## src/rtl/fifo_v2.sv

```systemverilog
// ---------------------------------------------------------------------------
// fifo_v2 - parametrised synchronous FIFO
//
// Standard single-clock buffering element between streaming datapath stages.
// Generic width and depth (any depth 2..1024, not restricted to powers of
// two). There is an optional fall-through mode in which an empty FIFO
// presents the incoming word on its output in the same cycle.
//
// Ports:
//   clk_i          clock, all logic on the rising edge
//   rst_i          synchronous active-high reset
//   flush_i        synchronous clear of contents (pointers and count)
//   in_valid_i     push request
//   in_ready_o     FIFO can accept a word (= not full)
//   in_data_i      push data
//   out_valid_o    head word available
//   out_ready_i    consumer accepts the head word
//   out_data_o     head-of-queue data
//   usage_o        number of stored entries (registered)
//   almost_full_o  usage_o >= ALMOST_FULL_TH
//   almost_empty_o usage_o <= ALMOST_EMPTY_TH
//
// Optional feature macro: FIFO_ERR_EN
//   When defined, adds the sticky error outputs overflow_o (push attempted
//   while full) and underflow_o (pop attempted while empty), which clear only
//   on rst_i or flush_i. It also adds simulation assertions on the producer
//   handshake.
// ---------------------------------------------------------------------------
module fifo_v2 #(
    parameter int DATA_WIDTH      = 32,
    parameter int DEPTH           = 8,
    parameter int FALL_THROUGH    = 0,
    parameter int ALMOST_FULL_TH  = DEPTH - 1,
    parameter int ALMOST_EMPTY_TH = 1
) (
    input  logic                         clk_i,
    input  logic                         rst_i,
    input  logic                         flush_i,
    input  logic                         in_valid_i,
    output logic                         in_ready_o,
    input  logic [DATA_WIDTH-1:0]        in_data_i,
    output logic                         out_valid_o,
    input  logic                         out_ready_i,
    output logic [DATA_WIDTH-1:0]        out_data_o,
    output logic [$clog2(DEPTH+1)-1:0]   usage_o,
    output logic                         almost_full_o,
    output logic                         almost_empty_o
`ifdef FIFO_ERR_EN
    ,
    output logic                         overflow_o,
    output logic                         underflow_o
`endif
);

    localparam int PW = $clog2(DEPTH);
    localparam int CW = $clog2(DEPTH + 1);

    // Storage is not reset: flush and reset only move pointers and count.
    logic [DATA_WIDTH-1:0] mem [DEPTH];

    logic [PW-1:0] wptr_q, wptr_d;
    logic [PW-1:0] rptr_q, rptr_d;
    logic [CW-1:0] count_q, count_d;

    logic full;
    logic empty;
    logic bypass_mode;
    logic push;
    logic pop;
    logic bypass_xfer;
    logic do_push;
    logic do_pop;
    logic wr_en;

    // Handshake and output selection. In fall-through mode an empty FIFO
    // exposes the input word directly; otherwise the head entry is shown.
    always_comb begin
        full        = (count_q == CW'(DEPTH));
        empty       = (count_q == '0);
        bypass_mode = (FALL_THROUGH != 0) && empty;

        in_ready_o  = !full;

        if (bypass_mode) begin
            out_valid_o = in_valid_i;
            out_data_o  = in_data_i;
        end else begin
            out_valid_o = !empty;
            out_data_o  = mem[rptr_q];
        end

        push = in_valid_i && in_ready_o;
        pop  = out_valid_o && out_ready_i;

        // A word pushed and popped in the same cycle through the bypass path
        // never touches storage, so neither pointer nor count moves.
        bypass_xfer = bypass_mode && push && pop;
        do_push     = push && !bypass_xfer;
        do_pop      = pop && !bypass_xfer;
        wr_en       = do_push && !flush_i && !rst_i;

        usage_o        = count_q;
        almost_full_o  = (int'(count_q) >= ALMOST_FULL_TH);
        almost_empty_o = (int'(count_q) <= ALMOST_EMPTY_TH);
    end

    // Next-state for pointers and count. Pointers wrap explicitly at
    // DEPTH-1 so non power-of-two depths work. Reset and flush both clear
    // the bookkeeping and override any transfer in the same cycle.
    always_comb begin
        wptr_d  = wptr_q;
        rptr_d  = rptr_q;
        count_d = count_q;

        if (do_push) begin
            wptr_d = (wptr_q == PW'(DEPTH - 1)) ? '0 : wptr_q + 1'b1;
        end
        if (do_pop) begin
            rptr_d = (rptr_q == PW'(DEPTH - 1)) ? '0 : rptr_q + 1'b1;
        end

        case ({do_push, do_pop})
            2'b10:   count_d = count_q + 1'b1;
            2'b01:   count_d = count_q - 1'b1;
            default: count_d = count_q;
        endcase

        if (rst_i || flush_i) begin
            wptr_d  = '0;
            rptr_d  = '0;
            count_d = '0;
        end
    end

    always_ff @(posedge clk_i) begin
        wptr_q  <= wptr_d;
        rptr_q  <= rptr_d;
        count_q <= count_d;
    end

    always_ff @(posedge clk_i) begin
        if (wr_en) begin
            mem[wptr_q] <= in_data_i;
        end
    end

`ifdef FIFO_ERR_EN
    logic overflow_q, overflow_d;
    logic underflow_q, underflow_d;

    // Sticky error flags: set on an attempted transfer the FIFO cannot
    // honour, cleared only by reset or flush.
    always_comb begin
        overflow_d  = overflow_q || (in_valid_i && !in_ready_o);
        underflow_d = underflow_q || (out_ready_i && !out_valid_o);
        if (rst_i || flush_i) begin
            overflow_d  = 1'b0;
            underflow_d = 1'b0;
        end
    end

    always_ff @(posedge clk_i) begin
        overflow_q  <= overflow_d;
        underflow_q <= underflow_d;
    end

    assign overflow_o  = overflow_q;
    assign underflow_o = underflow_q;

    // A stalled producer must hold its word until it is accepted or
    // withdrawn.
    a_stall_stable: assert property (@(posedge clk_i) disable iff (rst_i)
        (in_valid_i && !in_ready_o && !flush_i) |=>
        (!in_valid_i || $stable(in_data_i)));

    a_no_push_full: assert property (@(posedge clk_i) disable iff (rst_i)
        !(push && full));
`endif

endmodule

```

## config.mk

```make
export PLATFORM = sky130hd
export DESIGN_NAME = fifo_v2
export DESIGN_NICKNAME = d
export VERILOG_FILES = /design/src/rtl/fifo_v2.sv
export SDC_FILE = /design/constraint.sdc
export NUM_CORES = 1
export LEC_CHECK = 0
export ABC_AREA = 1
export CAP_MARGIN = 5
export CORE_MARGIN = 4
export CORE_UTILIZATION = 50
export DETAILED_ROUTE_END_ITERATION = 7
export GPL_TIMING_DRIVEN = 0
export PLACE_DENSITY = 0.69
export SYNTH_ARGS = -nofsm -noshare
export SYNTH_HDL_FRONTEND = slang
export SYNTH_SLANG_ARGS = --single-unit
```

## constraint.sdc

```tcl
create_clock -name clk_i -period 6.3 [get_ports clk_i]
set_input_delay 1.89 -clock clk_i [delete_from_list [all_inputs] [get_ports clk_i]]
set_output_delay 1.89 -clock clk_i [all_outputs]
set_load 0.02 [all_outputs]
```

==> results of run 1 <==
-- power by group --
part           switching (mW)  leakage (nW)  internal, mW
combinational           0.169          2.00         0.109
sequential            0.00596          2.41          1.97
clock                   0.637         0.412         0.941
total                   0.812          4.82          3.02
-- synthesized netlist by cell type --
cell and number:
a21oi_1 3, buf_1 9, buf_2 10, buf_4 1
buf_6 15, clkbuf_1 4, clkbuf_2 9, dfxtp_1 13
edfxtp_1 256, ha_1 9, inv_1 13, inv_2 2
nand2_1 177, nand3_1 4, nand3b_1 1, nor2_1 291
nor2_2 1, o21a_1 1, o21ai_0 120, o21ai_1 15
xor2_1 1
-- worst max-delay path, delay by kind of cell, from the launching register on --
| family | cells | cell delay [ns] |
|---|---|---|
| buf+inv | 4 | 1.29 |
| flops | 1 | 0.38 |
| simple gates | 3 | 0.27 |
| compound gates | 1 | 0.19 |
-- cells by family after synthesis --
kind of cell               Yosys count  synth area share (%)
xor gates and xnor gates             1                0.0801
adders and majority gates            9                  1.03
and+or+nand+nor                    474                  16.4
DFF                                269                  72.7
buffers and inverters               63                  3.44
AOI/OAI and AO/OA                  139                  6.39
-- metal layers --
layer | track usage [%] | routed length, um | up-vias
met4 | 5.00 | 428 | 0
met3 | 2.52 | 1590 | 41
met2 | 34.1 | 11900 | 229
met5 | 0 | 0 | -
met1 | 28.7 | 10700 | 3415
li1 | - | - | 3476
-- state kept, by name, summed over array words and instances, names as in the netlist, named ones only --
register / cells
mem: 256
rptr_q: 3
usage_o: 4
wptr_q: 3
-- metrics by stage --
step / setup WS, ns / area, um2
4_1_cts: 1.76 / 13100
3_5_place_dp: 1.93 / 12300
2_1_floorplan: 2.08 / 10900
3_3_place_gp: 0.161 / 12000
6_report: 1.77 / 13100
5_1_grt: 1.62 / 13100
-- path summary, 6_finish.rpt --
kind                    from  slack (ns)        endpoint
hold reg to reg    rptr_q[2]        0.52       rptr_q[2]
setup / recovery   flip-flop        1.77  out_data_o[13]
hold / removal     rptr_q[2]        0.52       rptr_q[2]
setup reg to reg  usage_o[0]        3.69      mem[7][12]
-- area by class of cell --
cell class	instances	area [um2]	area share, %
well taps	275	344	2.62
flip-flops and latches	269	7950	60.5
repair buffers	84	936	7.12
clock buffers	31	691	5.26
clock inverters	14	173	1.31
multi-input cells	623	2670	20.3
plain buffers	48	320	2.44
inverters	15	56.3	0.429
==> run summary, run 1 <==
clock-pin slew on the worst setup and hold paths -> 0.07 ns
grt ovf -> 0
Final Hold Violating Endpoints -> 0
setup tns final -> 0 ns
Pre-antenna DRT Iters -> 5
vias -> 7161
number of global-route vias before repair -> 7183
cell row count -> 53
CTS Buf Count -> 26
Seq cells post-synth -> 269
CP Cell Sequence -> inv_2, buf_6, clkbuf_1, o21ai_0, nand2_1, nand2_1, nand2_1, clkdlybuf4s50_1
gpl congestion -> 0.772
Syn-to-layout area delta -> 20.2%
CTS Sinks -> 269
top cells by area, synth -> edfxtp_1 70%, nor2_1 10%, nand2_1 6.1%
Yosys warnings -> 0
HP Class -> reg -> reg
Yosys cell types -> 21
Synth Cell Area -> 10900 um2
Final Max Slew Viols -> 0
Worst setup EP type -> output port
Routed WL -> 24600 um
post-CTS sizing -> 0
post-DR vias/cell -> 5.27
root buffer cell -> clkbuf_16
Top cell by count, worst path -> nand2_1
final hold slack -> 0.518 ns
die outline height -> 156 um
setup bufs post-CTS -> 0
fmax -> 221 MHz
Final Setup Violations -> 0
starting density of the core -> 51.4%
share of cells above drive strength 1 -> 8.39%
cells on worst reg2reg path -> 8
# Max-Cap Violations -> 0
first-pass GRT wire length -> 38800 um
Slew @ Worst Pin -> 0.665 ns
LEAKAGE -> 4.82 nW
gr usage total -> 20.4%
Synth Instances -> 955
# IOs -> 77
Tot Pwr -> 3.83 mW
Post-Layout Cell Count -> 1359
CP required -> 4.41 ns
Avg WL per Cell -> 18.1 um
Avg Inst Size Synth -> 11.4 um2
CTS tree -> built
commonest non-fill, non-tap cell in the layout -> nor2_1
CP Max Fanout -> 10
Max transition margin -> 55.5%
H-tree levels -> 1
power density over the cells -> 292 nW/um2
Port Buffers -> 76
die width -> 156 um
critical path class -> reg -> out
placed insts -> 1314
Critical Path Max Stage Delay -> 0.62 ns
largest net degree at the start of global routing -> 27
hold buffer count at CTS -> 0
most frequent cells in the layout -> 283 x nor2_1, 256 x edfxtp_1, 177 x nand2_1, 120 x o21ai_0, 76 x clkdlybuf4s50_1
die area -> 24300 um2
Startpoint Class -> flip-flop
leading area contributor after synthesis -> edfxtp_1
clock latency on the worst-skew pair -> 0.52 ns
fin crit share -> 71.8%
DP HPWL -> 15400 um
status -> complete, no violations
core area -> 21300 um2
final core utilization -> 61.7%
peak supply drop -> 0.000195 V
maximum buffer depth of the clock tree -> 3
top cell type's share of synthesized area -> 70.3%
Iteration-0 DRC Markers -> 604
worst endpoint data arrival time -> 2.64 ns
antenna violations before repair -> 0
post-route ant nets -> 0
hold path depth -> 2
Slowest-stage cell, CP -> clkdlybuf4s50_1
# DRC -> 0
final net count -> 1113
Syn Nets -> 1001
RSZ-0062 raised after global routing -> no
Seq/Total Area, Yosys -> 72.7%
final worst path period need -> 4.53 ns
n_diodes -> 0
filler cell count -> 1631
worst clock skew -> 0.0104 ns
Note: power is estimated with default switching activity, not from simulation.
==> run 2: changes to the inputs <==
Clock period 6.3 ns to 4.5 ns, I/O delays scaled along.
==> results of run 2 <==
Same layout as run 1 (identical final DEF). Status: complete, no violations.
Main changes from that run: setup slack after placement 1.93 ns -> 0.666 ns; setup slack after layout 1.77 ns -> 0.515 ns; register-to-register setup slack 3.69 ns -> 1.89 ns; total power 3.83 mW -> 5.36 mW; worst IR drop on VDD 0.000195 V -> 0.000273 V
==> run 3: changes to the inputs <==
Settings changed: MAX_ROUTING_LAYER set to met4, PLACE_DENSITY 0.69 to 0.7.
==> run 3 against run 2 <==
  * Hold slack worse by 0.0051 ns
  * Critical path depth is the same
  * Routed wire length rose by 0.32%
  * Largest power group unchanged
==> run summary, run 3 (synthesized netlist as in run 1, its figures left out) <==
die area -> 24300 um2 (unchanged)
R2R setup slack -> 1.93 ns
share of cells above drive strength 1 -> 8.65% (+0.25 points)
# IOs -> 77 (unchanged)
GR peak layer -> met2
Final Hold Violating Endpoints -> 0 (unchanged)
die outline height -> 156 um (unchanged)
core area -> 21300 um2 (unchanged)
status -> complete, no violations
worst endpoint data arrival time -> 2.67 ns (+0.03 ns)
Routed WL -> 24700 um (+0.32%)
vias -> 7200 (+0.54%)
clock latency on the worst-skew pair -> 0.53 ns (about the same)
met3 Use GR -> 2.77% (+0.25 points)
Final Setup Violations -> 0 (unchanged)
critical path class -> reg -> out
cells on worst reg2reg path -> 8 (unchanged)
Final Max Slew Viols -> 0 (unchanged)
post-CTS sizing -> 0 (unchanged)
largest net degree at the start of global routing -> 27 (unchanged)
HP Class -> reg -> reg
CP Cell Sequence -> inv_2, buf_6, clkbuf_1, o21ai_0, nand2_1, nand2_1, nand2_1, clkdlybuf4s50_1
# Max-Cap Violations -> 0 (unchanged)
CP required -> 3.15 ns
GR Layer Usage met2 -> 34.7% (+0.60 points)
gpl congestion -> 0.768 (-0.48%)
final core utilization -> 61.8% (+0.082 points)
commonest non-fill, non-tap cell in the layout -> nor2_1
area occupied by registers -> 7950 um2 (unchanged)
H-tree levels -> 1 (unchanged)
CP Max Fanout -> 10 (unchanged)
final worst path period need -> 4.02 ns
final net count -> 1113 (unchanged)
peak supply drop -> 0.000258 V
routing usage on met1 -> 28.6% (-0.13 points)
crit path setup slack, layout -> 0.477 ns
clock-pin slew on the worst setup and hold paths -> 0.06 ns (about the same)
Slowest-stage cell, CP -> clkdlybuf4s50_1
die width -> 156 um (unchanged)
maximum buffer depth of the clock tree -> 3 (unchanged)
# DRC -> 0 (unchanged)
Worst setup EP type -> output port
Top cell by count, worst path -> nand2_1
Slew @ Worst Pin -> 0.663 ns (-0.00190 ns)
Iteration-0 DRC Markers -> 633 (+4.8%)
Largest Register -> mem
post-route ant nets -> 0 (unchanged)
worst clock skew -> 0.0120 ns (+0.00154 ns)
CTS tree -> built
Avg WL per Cell -> 18.2 um (about the same)
power density over the cells -> 404 nW/um2
n_diodes -> 0 (unchanged)
worst r2r dst -> mem[3][17]
LEAKAGE -> 4.85 nW (+0.47%)
area taken by multi-input logic gates -> 2670 um2 (unchanged)
Max transition margin -> 55.8% (+0.23 points)
grt ovf -> 0 (unchanged)
Startpoint Class -> flip-flop
Port Buffers -> 76 (unchanged)
cell row count -> 53 (unchanged)
Critical Path Max Stage Delay -> 0.61 ns (about the same)
starting density of the core -> 51.4% (unchanged)
R2R Path Start -> usage_o[0]
antenna violations before repair -> 0 (unchanged)
pre-CTS setup slack -> 0.731 ns
fmax -> 249 MHz
DP HPWL -> 15500 um (+0.71%)
first-pass GRT wire length -> 38900 um (+0.41%)
Syn-to-layout area delta -> 20.3%
min-delay src -> rptr_q[2]
Pre-antenna DRT Iters -> 5 (unchanged)
largest registers -> mem (256), usage_o (4)
setup bufs post-CTS -> 0 (unchanged)
RSZ-0062 raised after global routing -> no
number of global-route vias before repair -> 7047 (-1.9%)
post-DR vias/cell -> 5.29 (+0.32%)
CTS Sinks -> 269 (unchanged)
filler cell count -> 1625 (-0.37%)
root buffer cell -> clkbuf_16
hold path depth -> 2 (unchanged)
hold buffer count at CTS -> 0 (unchanged)
CTS Buf Count -> 26 (unchanged)
gr usage total -> 21.2% (+0.87 points)
fin crit share -> 89.4%
max reg flops -> 256 (unchanged)
most frequent cells in the layout -> 283 x nor2_1, 256 x edfxtp_1, 177 x nand2_1, 120 x o21ai_0, 76 x clkdlybuf4s50_1
## run 3: where the power goes
| part | total [mW] | internal, mW | switching [mW] |
|---|---|---|---|
| sequential | 2.77 | 2.76 | 0.00769 |
| clock | 2.16 | 1.27 | 0.888 |
| combinational | 0.390 | 0.153 | 0.237 |
## run 3: per-layer routing
| layer | wire length, um | vias to the layer above | share of wire, % |
|---|---|---|---|
| li1 | - | 3478 | - |
| met1 | 10500 | 3414 | 42 |
| met2 | 12100 | 265 | 49 |
| met3 | 1640 | 43 | 6.6 |
| met4 | 499 | 0 | 2.0 |
| met5 | 0 | - | 0 |
## run 3: how the worst max path moves through the flow
stage,start,to,slack [ns]
floorplan,flush_i,mem[1][0],0.82
global placement,flush_i,mem[5][17],-1.03
detailed placement,flush_i,mem[3][17],0.73
CTS,flip-flop,out_data_o[13],0.48
global route,flip-flop,out_data_o[16],0.29
finish,flip-flop,out_data_o[13],0.48
## run 3: worst max-delay path, delay by kind of cell (launching register included)
family          cells  cell delay, ns
simple gates        3            0.29
flops               1            0.35
buf+inv             4            1.31
compound gates      1            0.19
## run 3: layout make-up
class / instances / area share (%)
tap: 275 / 2.62
buffer: 48 / 2.43
inverter: 15 / 0.428
sequential: 269 / 60.4
clock buffer: 33 / 5.61
clock inverter: 15 / 0.913
multi-input combinational: 623 / 20.3
timing repair buffer: 84 / 7.29
## run 3: stage by stage
| step | TNS (ns) | power, mW | hold WS [ns] | std cells | instance area, um2 |
|---|---|---|---|---|---|
| after CTS | 0 | 5.34 | 0.516 | 1362 | 13200 |
| final | 0 | 5.31 | 0.513 | 1362 | 13200 |
| after floorplan | 0 | 3.02 | 0.481 | 955 | 10900 |
| after global placement | -227.33 | 3.20 | 0.496 | 1306 | 12000 |
| after detailed placement | 0 | 3.21 | 0.507 | 1314 | 12300 |
| after global routing | 0 | 5.48 | 0.532 | 1362 | 13200 |
